--- config.mk ---
export PLATFORM = sky130hd
export DESIGN_NAME = anita3_trigger_arbiter
export DESIGN_NICKNAME = d
export VERILOG_FILES = /design/src/rtl/anita3_trigger_arbiter.sv
export SDC_FILE = /design/constraint.sdc
export NUM_CORES = 1
export LEC_CHECK = 0
export ABC_AREA = 1
export ABC_CLOCK_PERIOD_IN_PS = 3700
export BUFFER_PORTS_ARGS = -buffer_cell sky130_fd_sc_hd__buf_2
export CAP_MARGIN = 10
export CELL_PAD_IN_SITES_DETAIL_PLACEMENT = 0
export CELL_PAD_IN_SITES_GLOBAL_PLACEMENT = 1
export CORE_AREA = 5 5 106 108
export DETAILED_ROUTE_END_ITERATION = 10
export DIE_AREA = 0 0 111 113
export PLACE_DENSITY = 0.92
export SETUP_SLACK_MARGIN = 0.1
export SLEW_MARGIN = 20
export SYNTH_ARGS = -nofsm -noshare
export SYNTH_HDL_FRONTEND = slang
export SYNTH_SLANG_ARGS = --single-unit
--- constraint.sdc ---
create_clock -name clk250_i -period 3.7 [get_ports clk250_i]
set_input_delay 0.185 -clock clk250_i [delete_from_list [all_inputs] [get_ports clk250_i]]
set_output_delay 0.185 -clock clk250_i [all_outputs]
set_load 0.02 [all_outputs]
--- src/rtl/anita3_trigger_arbiter.sv ---
// Purpose: edge-detect, prescale and merge trigger sources (RF, PPS1, PPS2, soft) into one trigger pulse.
// Latency: a request raised after edge k is sampled at k+1 and gives trig_o after edge k+2.
// Backpressure: a qualified edge is dropped and counted when it meets holdoff, an active trigger or dead_i.
// Ports: clk250_i/rst_i (sync, active-high); trig_req_i/src_en_i/prescale_i are per-source controls;
//        holdoff_i sets the quiet time after each trigger; dead_i marks the buffer manager as full;
//        clr_lost_i clears lost_count_o; trig_o/trig_src_o go to the buffer manager; lost_o/lost_count_o/busy_o report status.
module anita3_trigger_arbiter #(
  parameter int NUM_SRC       = 4,
  parameter int PRESCALE_BITS = 8,
  parameter int HOLDOFF_BITS  = 8,
  parameter int LOST_BITS     = 16
) (
  input  logic                             clk250_i,
  input  logic                             rst_i,
  input  logic [NUM_SRC-1:0]               trig_req_i,
  input  logic [NUM_SRC-1:0]               src_en_i,
  input  logic [NUM_SRC*PRESCALE_BITS-1:0] prescale_i,
  input  logic [HOLDOFF_BITS-1:0]          holdoff_i,
  input  logic                             dead_i,
  input  logic                             clr_lost_i,
  output logic                             trig_o,
  output logic [NUM_SRC-1:0]               trig_src_o,
  output logic                             lost_o,
  output logic [LOST_BITS-1:0]             lost_count_o,
  output logic                             busy_o
);

  localparam logic [1:0] IDLE    = 2'd0;
  localparam logic [1:0] FIRE    = 2'd1;
  localparam logic [1:0] HOLDOFF = 2'd2;

  logic [1:0]              state;
  logic [HOLDOFF_BITS-1:0] hcnt;
  logic [NUM_SRC-1:0]      req_q;
  logic [NUM_SRC-1:0]      edge_det;
  logic [NUM_SRC-1:0]      qual;
  logic [NUM_SRC-1:0]      qual_r;
  logic                    lost_now;

  assign edge_det = trig_req_i & ~req_q;

  // Per-source prescale. Counters run independently of the FSM so the
  // decimation ratio stays fixed even while triggers are being dropped.
  for (genvar i = 0; i < NUM_SRC; i++) begin : g_src
    logic [PRESCALE_BITS-1:0] cnt;
    logic                     hit;

    // ">=" so that lowering the prescale below the running count
    // qualifies the very next edge instead of waiting for a wrap.
    assign hit     = cnt >= prescale_i[i*PRESCALE_BITS +: PRESCALE_BITS];
    assign qual[i] = edge_det[i] & src_en_i[i] & hit;

    always_ff @(posedge clk250_i) begin
      if (rst_i) begin
        cnt <= '0;
      end else if (edge_det[i] && src_en_i[i]) begin
        cnt <= hit ? '0 : cnt + 1'b1;
      end
    end
  end

  // Any qualified edge the FSM cannot turn into a trigger this cycle is lost.
  assign lost_now = (qual_r != '0) && ((state != IDLE) || dead_i);

  assign busy_o = (state != IDLE) || dead_i;

  always_ff @(posedge clk250_i) begin
    if (rst_i) begin
      state        <= IDLE;
      hcnt         <= '0;
      req_q        <= '1;  // a level already high at release is not an edge
      qual_r       <= '0;
      trig_o       <= 1'b0;
      trig_src_o   <= '0;
      lost_o       <= 1'b0;
      lost_count_o <= '0;
    end else begin
      req_q      <= trig_req_i;
      qual_r     <= qual;
      trig_o     <= 1'b0;
      trig_src_o <= '0;
      lost_o     <= lost_now;

      if (clr_lost_i) begin
        lost_count_o <= '0;
      end else if (lost_now && (lost_count_o != '1)) begin
        lost_count_o <= lost_count_o + 1'b1;
      end

      case (state)
        IDLE: begin
          if ((qual_r != '0) && !dead_i) begin
            state      <= FIRE;
            trig_o     <= 1'b1;
            trig_src_o <= qual_r;
            hcnt       <= holdoff_i;
          end
        end
        FIRE: begin
          state <= (hcnt != '0) ? HOLDOFF : IDLE;
        end
        HOLDOFF: begin
          hcnt <= hcnt - 1'b1;
          if (hcnt <= 1) begin
            state <= IDLE;
          end
        end
        default: begin
          state <= IDLE;
        end
      endcase
    end
  end

endmodule

==> results of run 1 <==
[cell usage in the layout, fill, tap and decap left out, types with 4 or more instances in the layout]
master                     netlist  routed
sky130_fd_sc_hd__nor2_1        107     107
sky130_fd_sc_hd__o21a_1          4       4
sky130_fd_sc_hd__nor2_2          8       8
sky130_fd_sc_hd__nand3_1        31      31
sky130_fd_sc_hd__clkbuf_8        0      12
sky130_fd_sc_hd__buf_2           2      74
sky130_fd_sc_hd__xnor2_1         6       6
sky130_fd_sc_hd__xor2_1         14      14
sky130_fd_sc_hd__dfxtp_1        72      72
sky130_fd_sc_hd__or2_2           4       4
sky130_fd_sc_hd__mux2_2          4       4
sky130_fd_sc_hd__nand4_1        13      13
sky130_fd_sc_hd__inv_1         106     106
sky130_fd_sc_hd__nand2_1       156     156
sky130_fd_sc_hd__a21oi_1        24      24
sky130_fd_sc_hd__o21ai_0        14      14
sky130_fd_sc_hd__ha_1           40      40
[layout make-up]
cell class | count | area, µm²
Fill cell | 1026 | 5130
Multi-Input combinational cell | 446 | 2390
Sequential cell | 72 | 1440
Inverter | 107 | 402
Timing Repair Buffer | 74 | 370
Clock buffer | 14 | 173
Tap cell | 136 | 170
Clock inverter | 2 | 60.1
[logic make-up (layout without fill, tap and decap cells)]
family | Yosys count | count (layout) | share of synthesized area
AOI/OAI and AO/OA | 48 | 48 | 0.0612
xor gates and xnor gates | 20 | 20 | 0.0410
adders and majority gates | 40 | 40 | 0.117
buffers and inverters | 113 | 197 | 0.103
DFF | 72 | 72 | 0.337
muxes | 4 | 4 | 0.0105
and+or+nand+nor | 334 | 334 | 0.330
[power groups by stage]
stage          sequential [mW]  clock [mW]  combinational, mW
2_1_floorplan            0.798           0             0.0559
3_3_place_gp             0.799           0             0.0938
3_5_place_dp             0.799           0             0.0982
4_1_cts                  0.781       0.737             0.0989
5_1_grt                  0.781       0.776              0.114
6_report                 0.781       0.721             0.0967
[final timing paths]
check / from / to / slack, ns / cells after the start
worst max register to register: lost_count_o[0] / lost_count_o[10] / 1.96 / 10
worst min-delay path: trig_req_i[2] / req_q[2] / 0.04 / 2
worst min register to register: qual_r[1] / trig_src_o[1] / 0.43 / 2
worst max-delay path: lost_count_o[0] / lost_count_o[10] / 1.96 / 10
[metal layers]
metal | up-vias | routed length (µm) | track usage
met4 | 0 | 108 | 0.0476
li1 | 2119 | - | -
met1 | 1734 | 4220 | 0.187
met3 | 11 | 483 | 0.0390
met5 | - | 0 | 0
met2 | 77 | 4370 | 0.271
[per-stage QoR]
step                instances  worst slack [ns]  cell area (µm²)
global placement          835              2.03             4780
detailed placement        835              1.95             4780
floorplan                 631              2.13             4280
CTS                       851              1.94             5010
finish                    851              1.96             5010
global route              851              1.75             5010
[flip-flops by register name (all words and copies together), names as in the netlist]
signal,flops
lost_count_o,16
lost_o,1
req_q,4
g_src.cnt,32
trig_o,1
trig_src_o,4
qual_r,4
hcnt,8
state,2
[cell usage after synthesis, types with 2 or more instances]
master	n	area, µm²
sky130_fd_sc_hd__nand2_1	156	586
sky130_fd_sc_hd__nor2_1	107	402
sky130_fd_sc_hd__inv_1	106	398
sky130_fd_sc_hd__dfxtp_1	72	1440
sky130_fd_sc_hd__ha_1	40	500
sky130_fd_sc_hd__nand3_1	31	155
sky130_fd_sc_hd__a21oi_1	24	120
sky130_fd_sc_hd__o21ai_0	14	70.1
sky130_fd_sc_hd__xor2_1	14	123
sky130_fd_sc_hd__nand4_1	13	81.3
sky130_fd_sc_hd__nor2_2	8	50.1
sky130_fd_sc_hd__xnor2_1	6	52.6
sky130_fd_sc_hd__mux2_2	4	45.0
sky130_fd_sc_hd__o21a_1	4	30.0
sky130_fd_sc_hd__or2_2	4	25.0
sky130_fd_sc_hd__nand2_2	3	18.8
sky130_fd_sc_hd__nor3_1	3	15.0
sky130_fd_sc_hd__buf_2	2	10.0
sky130_fd_sc_hd__buf_6	2	22.5
sky130_fd_sc_hd__clkbuf_1	2	7.51
sky130_fd_sc_hd__nand3b_1	2	15.0
sky130_fd_sc_hd__nor2_4	2	22.5
sky130_fd_sc_hd__o21ai_1	2	10.0
sky130_fd_sc_hd__o21ai_2	2	17.5
[critical path: cells and delay by family, from the launching register on]
family / cells / cell delay [ns]
AND/OR/NAND/NOR: 9 / 1.11
flip-flops: 1 / 0.34
adder cells (fa/ha/maj): 1 / 0.24
==> results.md, run 1 <==
- The run finished with clean final reports.
- The estimated wirelength of the detail-placed design is about 7.2 mm.
- The pin count of the biggest net entering global routing is 19.
- After clock tree synthesis, the clock-pin slew on the worst setup and hold paths is 0.08 ns.
- Counting distinct cell types in the post-synthesis netlist gives 32.
- The die covers 12,500 µm².
- Counting every instance in the synthesized netlist gives 631.
- VDD sags by at most 0.252 mV.
- The worst-case clock skew is 0.00962 ns.
- Summed over all failing endpoints, the final setup total negative slack is 0 ns.
- After layout, the design draws a total of 1.60 mW.
- The worst path needs 1.74 ns of the cycle, external delays included.
- The transition time at the pin with the least slew margin is ~0.78 ns.
- CTS saw 72 sinks.
- In the routed layout, each cell is associated on average with a via count of 4.63.
- The final antenna diode count is 0.
- The power per unit of standard cell area is approximately 320 nW/µm².
- The average cell area after synthesis is 6.78 µm².
- The deepest level of the CTS H-tree is 3.
- The number of routed nets with antenna violations is 0.
- The core outline area is 10,100 µm².
- For this run, the share of the core covered by cells in the final layout is 0.494.
- Across all layers, the routed design uses 3,941 vias.
- For the worst-skew pair, the clock arrives at the later sink with an insertion delay of 0.34 ns.
- On the worst path, the slowest cell contributes a delay of roughly 0.43 ns.
- The count of boundary I/O pins is 75.
- The longest clock path from root to sink contains 2 buffers.
- Static timing analysis puts the maximum clock frequency at 573 MHz.
- The post-layout net count is 802.
- The first routing iteration left 161 violations.
- The synthesis-to-layout area growth is 17.1%.
- Summed over all nets, the switching power comes to roughly 0.34 mW.
- Once the clock tree was built, the resizer swapped 0 gates to a different size.
- The tool flagged a number of max-cap violations equal to 0.
- For this run, the detailed router's first-pass iteration total came to 5.
- The post-detailed-route DRC marker count is 0.
- The post-CTS setup buffer count is 0.
- The effective utilization at floorplan is 0.422.
- The height of the die is 113 µm.
- The share of total power dissipated in combinational logic is 0.060.
- The number of standard-cell rows in the floorplan is 37.
- The global-route wire length before repair is 16.4 mm.
- The data required time at the worst endpoint is 3.98 ns.
- Final hold analysis gives a worst-case slack of 0.0377 ns.
- The tree is rooted in a sky130_fd_sc_hd__clkbuf_8.
- Of the total power, the clock network draws 0.451.
- After synthesis the netlist holds a flip-flop and latch count of 72.
- The final RePlAce weighted congestion is 0.805.
- The number of endpoints with negative hold slack in the final report is 0.
- The die is 111 µm wide.
- The switching share of power is 0.213.
- The total of warnings raised by yosys is 0.
- The number of global-route vias before repair is 3,863.
- TritonCTS built the clock tree.
- The internal power contribution is between 1 and 1.5 mW.
- The worst-path cell with the longest stage delay is sky130_fd_sc_hd__nor2_2.
- The critical path in this run is classified as reg -> reg.
- The nature of the critical path endpoint is a flip-flop.
- The number of buffers added by the clock tree synthesis step is 9.
- The critical path arrival is around 2 ns.
- The largest driver fanout on the critical path is 14.
- The total wire length after detailed routing is 9.18 mm.
- Setup repair after global routing left no endpoint under its margin.
- The share of the yosys chip area belonging to registers is 0.337.
- The type of the most critical hold path is in -> reg.
- Walking the worst path, the cells encountered are ha_1, nand2_2, nor2_4, nand2_2, nor2_2, nor2_2, nand2_1, nand2_1, nand2_1, nor2_1.
- For this run, the total global-route usage over all layers was measured as 0.154.
- The initial antenna violation count was 0.
- Of the total power, registers draw 0.488.
- The final critical-path share of the clock period is 0.472.
- For this design the static power due to leakage is 2.49 nW.
- The share of synthesized flip-flops with an asynchronous set or reset is 0.
- The kind of start point of the critical path is a flip-flop.
- Hold repair after CTS inserted 0 buffers.
- The number of port buffers is 74.
- Among the stages of the critical path, the cell type that occurs most often is sky130_fd_sc_hd__nand2_1.
- The most used flip-flop cell after synthesis is sky130_fd_sc_hd__dfxtp_1.
- The post-synth design cell area is 4280 µm².
- The number of slew-limit violations in the final report was 0.
- The net count after synthesis is 723.
- The relative slew slack is 0.476.
- After detailed routing, the average wire length per cell comes to 10.8 µm.
- The setup-violating endpoint count in the final report is 0.
- The aggregate global routing overflow is 0.
- The number of enable flip-flop cells after synthesis is 0.
- In the final layout, the share of cells above drive strength 1 is 0.161.
Note: power is estimated with default switching activity, not from simulation.
==> run 2, diff against run 1 <==
Settings changed: ABC_CLOCK_PERIOD_IN_PS 3700 to 1500, CORE_AREA 5 5 106 108 to 5 5 115 117, DIE_AREA 0 0 111 113 to 0 0 120 122, PLACE_DENSITY 0.92 to 0.84.
Clock period 3.7 ns to 1.5 ns, I/O delays scaled along.
==> results.md, run 2 (same netlist as run 1, synthesis figures left out) <==
- The effective utilization at floorplan is 0.349 (was 0.422).
- The switching share of power was 0.224 (was 0.213).
- The number of clock sinks is 72 (unchanged).
- The shortest period the worst path allows came to 1.39 ns (was 1.74 ns).
- The post-detailed-route DRC marker count is 0 (unchanged).
- The critical path buffer and inverter count is 1 (was 0).
- The pin count of the biggest net entering global routing was 15 (was 19).
- The final setup slack of the worst path is 0.107 ns (was 1.96 ns).
- The count of boundary I/O pins was 75 (unchanged).
- The type of the most critical hold path is in -> reg (unchanged).
- The number of port buffers was 74 (unchanged).
- Status: complete, no violations (unchanged).
- The number of routed nets with antenna violations came to 0 (unchanged).
- The internal power contribution was 3.52 mW (was 1.26 mW).
- The global-route track usage on met3 is 0.0311 (was 0.0390).
- The setup-violating endpoint count in the final report is 0 (unchanged).
- The max-cap violation count was 0 (unchanged).
- The global-route wire length before repair is 16.9 mm (was 16.4 mm).
- The number of global-route vias before repair is 3,909 (was 3,863).
- The data required time at the worst endpoint is 1.73 ns (was 3.98 ns).
- The commonest non-fill, non-tap cell in the layout was sky130_fd_sc_hd__nand2_1 (unchanged).
- The static leakage is 2.91 nW (was 2.49 nW).
- The core outline area came to 12,300 µm² (was 10,100 µm²).
- The worst reg-to-reg setup slack is 0.11 ns (was 1.96 ns).
- The top cell family by delay on the critical path was simple AND/OR/NAND/NOR gates (unchanged).
- The power per unit of standard cell area is 748 nW/µm² (was 319 nW/µm²).
- The total wire length after detailed routing is 10.5 mm (was 9.18 mm).
- The largest register by flop count was g_src.cnt (unchanged).
- The total global-route track usage came to 0.141 (was 0.154).
- The final RePlAce weighted congestion is 0.829 (was 0.805).
- The share of power burned in combinational logic is 0.071 (was 0.060).
- The minimum hold slack is 0.00566 ns (was 0.0377 ns).
- The fraction of final layout cells with drive strength greater than 1 came to 0.365 (was 0.161).
- Commonest cells after routing, fill and taps aside: 132 x sky130_fd_sc_hd__nand2_1, 100 x sky130_fd_sc_hd__inv_1, 74 x sky130_fd_sc_hd__buf_2 (was 156 x sky130_fd_sc_hd__nand2_1, 107 x sky130_fd_sc_hd__nor2_1, 106 x sky130_fd_sc_hd__inv_1).
- The number of detailed-route iterations in the first pass is 4 (was 5).
- The per-cell routed wire length came to 11.5 µm (was 10.8 µm).
- The post-layout net count is 846 (was 802).
- Largest registers: g_src.cnt: 32 flops, lost_count_o: 16 flops, hcnt: 8 flops (unchanged).
- The kind of start point of the critical path is a flip-flop (unchanged).
- The clock latency reported for the late side of the worst-skew pair is 0.33 ns (was 0.34 ns).
- The number of flip-flops under the largest register name is 32 (unchanged).
- The count of vias placed by the detailed router was 4,118 (was 3,941).
- The critical path arrival is 1.62 ns (was 2.03 ns).
- The critical path's most frequent cell is sky130_fd_sc_hd__nor2_4 (was sky130_fd_sc_hd__nand2_1).
- The starting DRC count in detailed routing is 159 (was 161).
- The die footprint is 14,600 µm² (was 12,500 µm²).
- The largest driver fanout on the critical path is 7 (was 14).
- The met1 track demand over resource is 0.161 (was 0.187).
- The deepest level of the CTS H-tree came to 3 (unchanged).
- The final antenna diode count is 0 (unchanged).
- Critical-path cell list: ha_4, nand2_4, nor2_4, nand2_4, nor2_4, nor2_4, clkbuf_16, a21oi_1, nor2_1 (was ha_1, nand2_2, nor2_4, nand2_2, nor2_2, nor2_2, nand2_1, nand2_1, nand2_1, nor2_1).
- The synthesis-to-layout area growth is 41.8% (was 17.1%).
- The clock root buffer was sky130_fd_sc_hd__clkbuf_16 (was sky130_fd_sc_hd__clkbuf_8).
- The routed via count divided by cell count is 4.53 (was 4.63).
- The clock input transition at the sequential cells of the worst setup and hold paths is 0.06 ns (was 0.08 ns).
- The nature of the critical path endpoint is a flip-flop (unchanged).
- The worst slack at placement is -0.0484 ns (was 1.95 ns).
- The number of standard-cell rows in the floorplan is 41 (was 37).
- The worst reg-to-reg path cell count is 9 (was 10).
- The category of the critical setup timing path is reg -> reg (unchanged).
- The worst-case clock buffer depth is 2 (unchanged).
- Setup repair after global routing missed its margin: yes (was no).
- The number of slew-limit violations in the final report is 0 (unchanged).
- The routing layer with the top usage in global route is met2 (unchanged).
- The worst hold path endpoint is lost_count_o[1] (was req_q[2]).
- The initial antenna violation count came to 1 (was 0).
- The delay of the slowest critical-path stage is 0.36 ns (was 0.43 ns).
- The worst-case clock skew is 0.00449 ns (was 0.00962 ns).
- The met2 layer usage reported by global route is 0.260 (was 0.271).
- The chip width is 120 µm (was 111 µm).
- The relative slew slack is 0.547 (was 0.476).
- The estimated wirelength of the detail-placed design is 7.66 mm (was 7.21 mm).
- The aggregate global routing overflow is 0 (unchanged).
- The final critical-path share of the clock period came to 0.929 (was 0.472).
- The startpoint of the worst-slack reg-to-reg timing path was lost_count_o[1] (was lost_count_o[0]).
- The number of endpoints with negative hold slack in the final report is 0 (unchanged).
- The worst-path cell with the longest stage delay is sky130_fd_sc_hd__dfxtp_4 (was sky130_fd_sc_hd__nor2_2).
- The worst voltage drop across the vdd grid was 0.434 mV (was 0.252 mV).
- The highest clock rate is 718 MHz (was 573 MHz).
- The TritonCTS clock tree is yes (unchanged).
- The number of buffers added by the clock tree synthesis step is 9 (unchanged).
- The capture instance of the worst register-to-register path is lost_count_o[15] (was lost_count_o[10]).
- The height of the die is 122 µm (was 113 µm).
- The share of total power in sequential cells is 0.424 (was 0.488).
- The transition time at the pin with the least slew margin was 0.679 ns (was 0.783 ns).
- The number of stages on the worst hold path is 4 (was 2).
- The switching power is 1.02 mW (was 0.341 mW).
- The beginning of the worst hold path is clr_lost_i (was trig_req_i[2]).
- The clock group share of total power is 0.505 (was 0.451).
-- run 2: how the worst max path moves through the flow --
stage                                from          endpoint  slack, ns  depth (start not counted)
final                     lost_count_o[1]  lost_count_o[15]       0.11                          9
after global routing      g_src[1].cnt[0]   g_src[1].cnt[5]       0.02                         11
after CTS                 lost_count_o[1]   lost_count_o[5]       0.09                         11
after detailed placement  g_src[2].cnt[0]   g_src[2].cnt[5]      -0.05                         11
after global placement    g_src[2].cnt[0]   g_src[2].cnt[5]      0.007                         11
after floorplan           lost_count_o[6]  lost_count_o[15]       0.10                          8
-- run 2: final cells by class --
| class | instances | area, µm² |
|---|---|---|
| clock buffer | 9 | 225 |
| clock inverter | 7 | 95.1 |
| fill | 1177 | 6200 |
| inverter | 107 | 404 |
| multi-input combinational | 446 | 2910 |
| sequential | 72 | 1490 |
| tap | 150 | 188 |
| timing repair buffer | 118 | 753 |
-- run 2: per-stage QoR --
step	TNS [ns]	area [µm²]	std cells	util	total power [mW]
2_1_floorplan	0	4300	631	-	2.10
3_3_place_gp	0	5010	871	0.408	2.20
3_5_place_dp	-0.562	5010	871	0.408	2.21
4_1_cts	0	5460	896	0.446	4.54
5_1_grt	0	6060	909	0.495	4.73
6_report	0	6060	909	0.495	4.54
-- run 2: power groups by stage --
stage | Sequential (mW) | Clock [mW] | Combinational (mW)
6_report | 1.92 | 2.29 | 0.324
2_1_floorplan | 1.97 | 0 | 0.138
3_3_place_gp | 1.97 | 0 | 0.236
4_1_cts | 1.93 | 2.35 | 0.265
5_1_grt | 1.92 | 2.44 | 0.368
3_5_place_dp | 1.97 | 0 | 0.247
-- run 2: timing repair --
item / in CTS / in global routing
endpoints found under the hold margin: 4 / 0
endpoints found under the setup margin: 42 / 57
setup buffers: 5 / 12
hold buffers: 4 / 0
pin swaps: 10 / 32
gates cloned: 0 / 1
resized for setup: 24 / 121
-- run 2: worst reg2reg max path, delay by kind of cell, from the launching register on --
kind / cells / cell delay, ns
AOI/OAI and AO/OA: 1 / 0.14
and+or+nand+nor: 6 / 0.48
DFF: 1 / 0.36
buffers and inverters: 1 / 0.16
adders and majority gates: 1 / 0.15
-- run 2: layer usage --
metal,share of wire,up-vias
li1,-,2210
met1,0.43,1833
met2,0.52,60
met3,0.037,13
met4,0.014,2
met5,0.00067,-
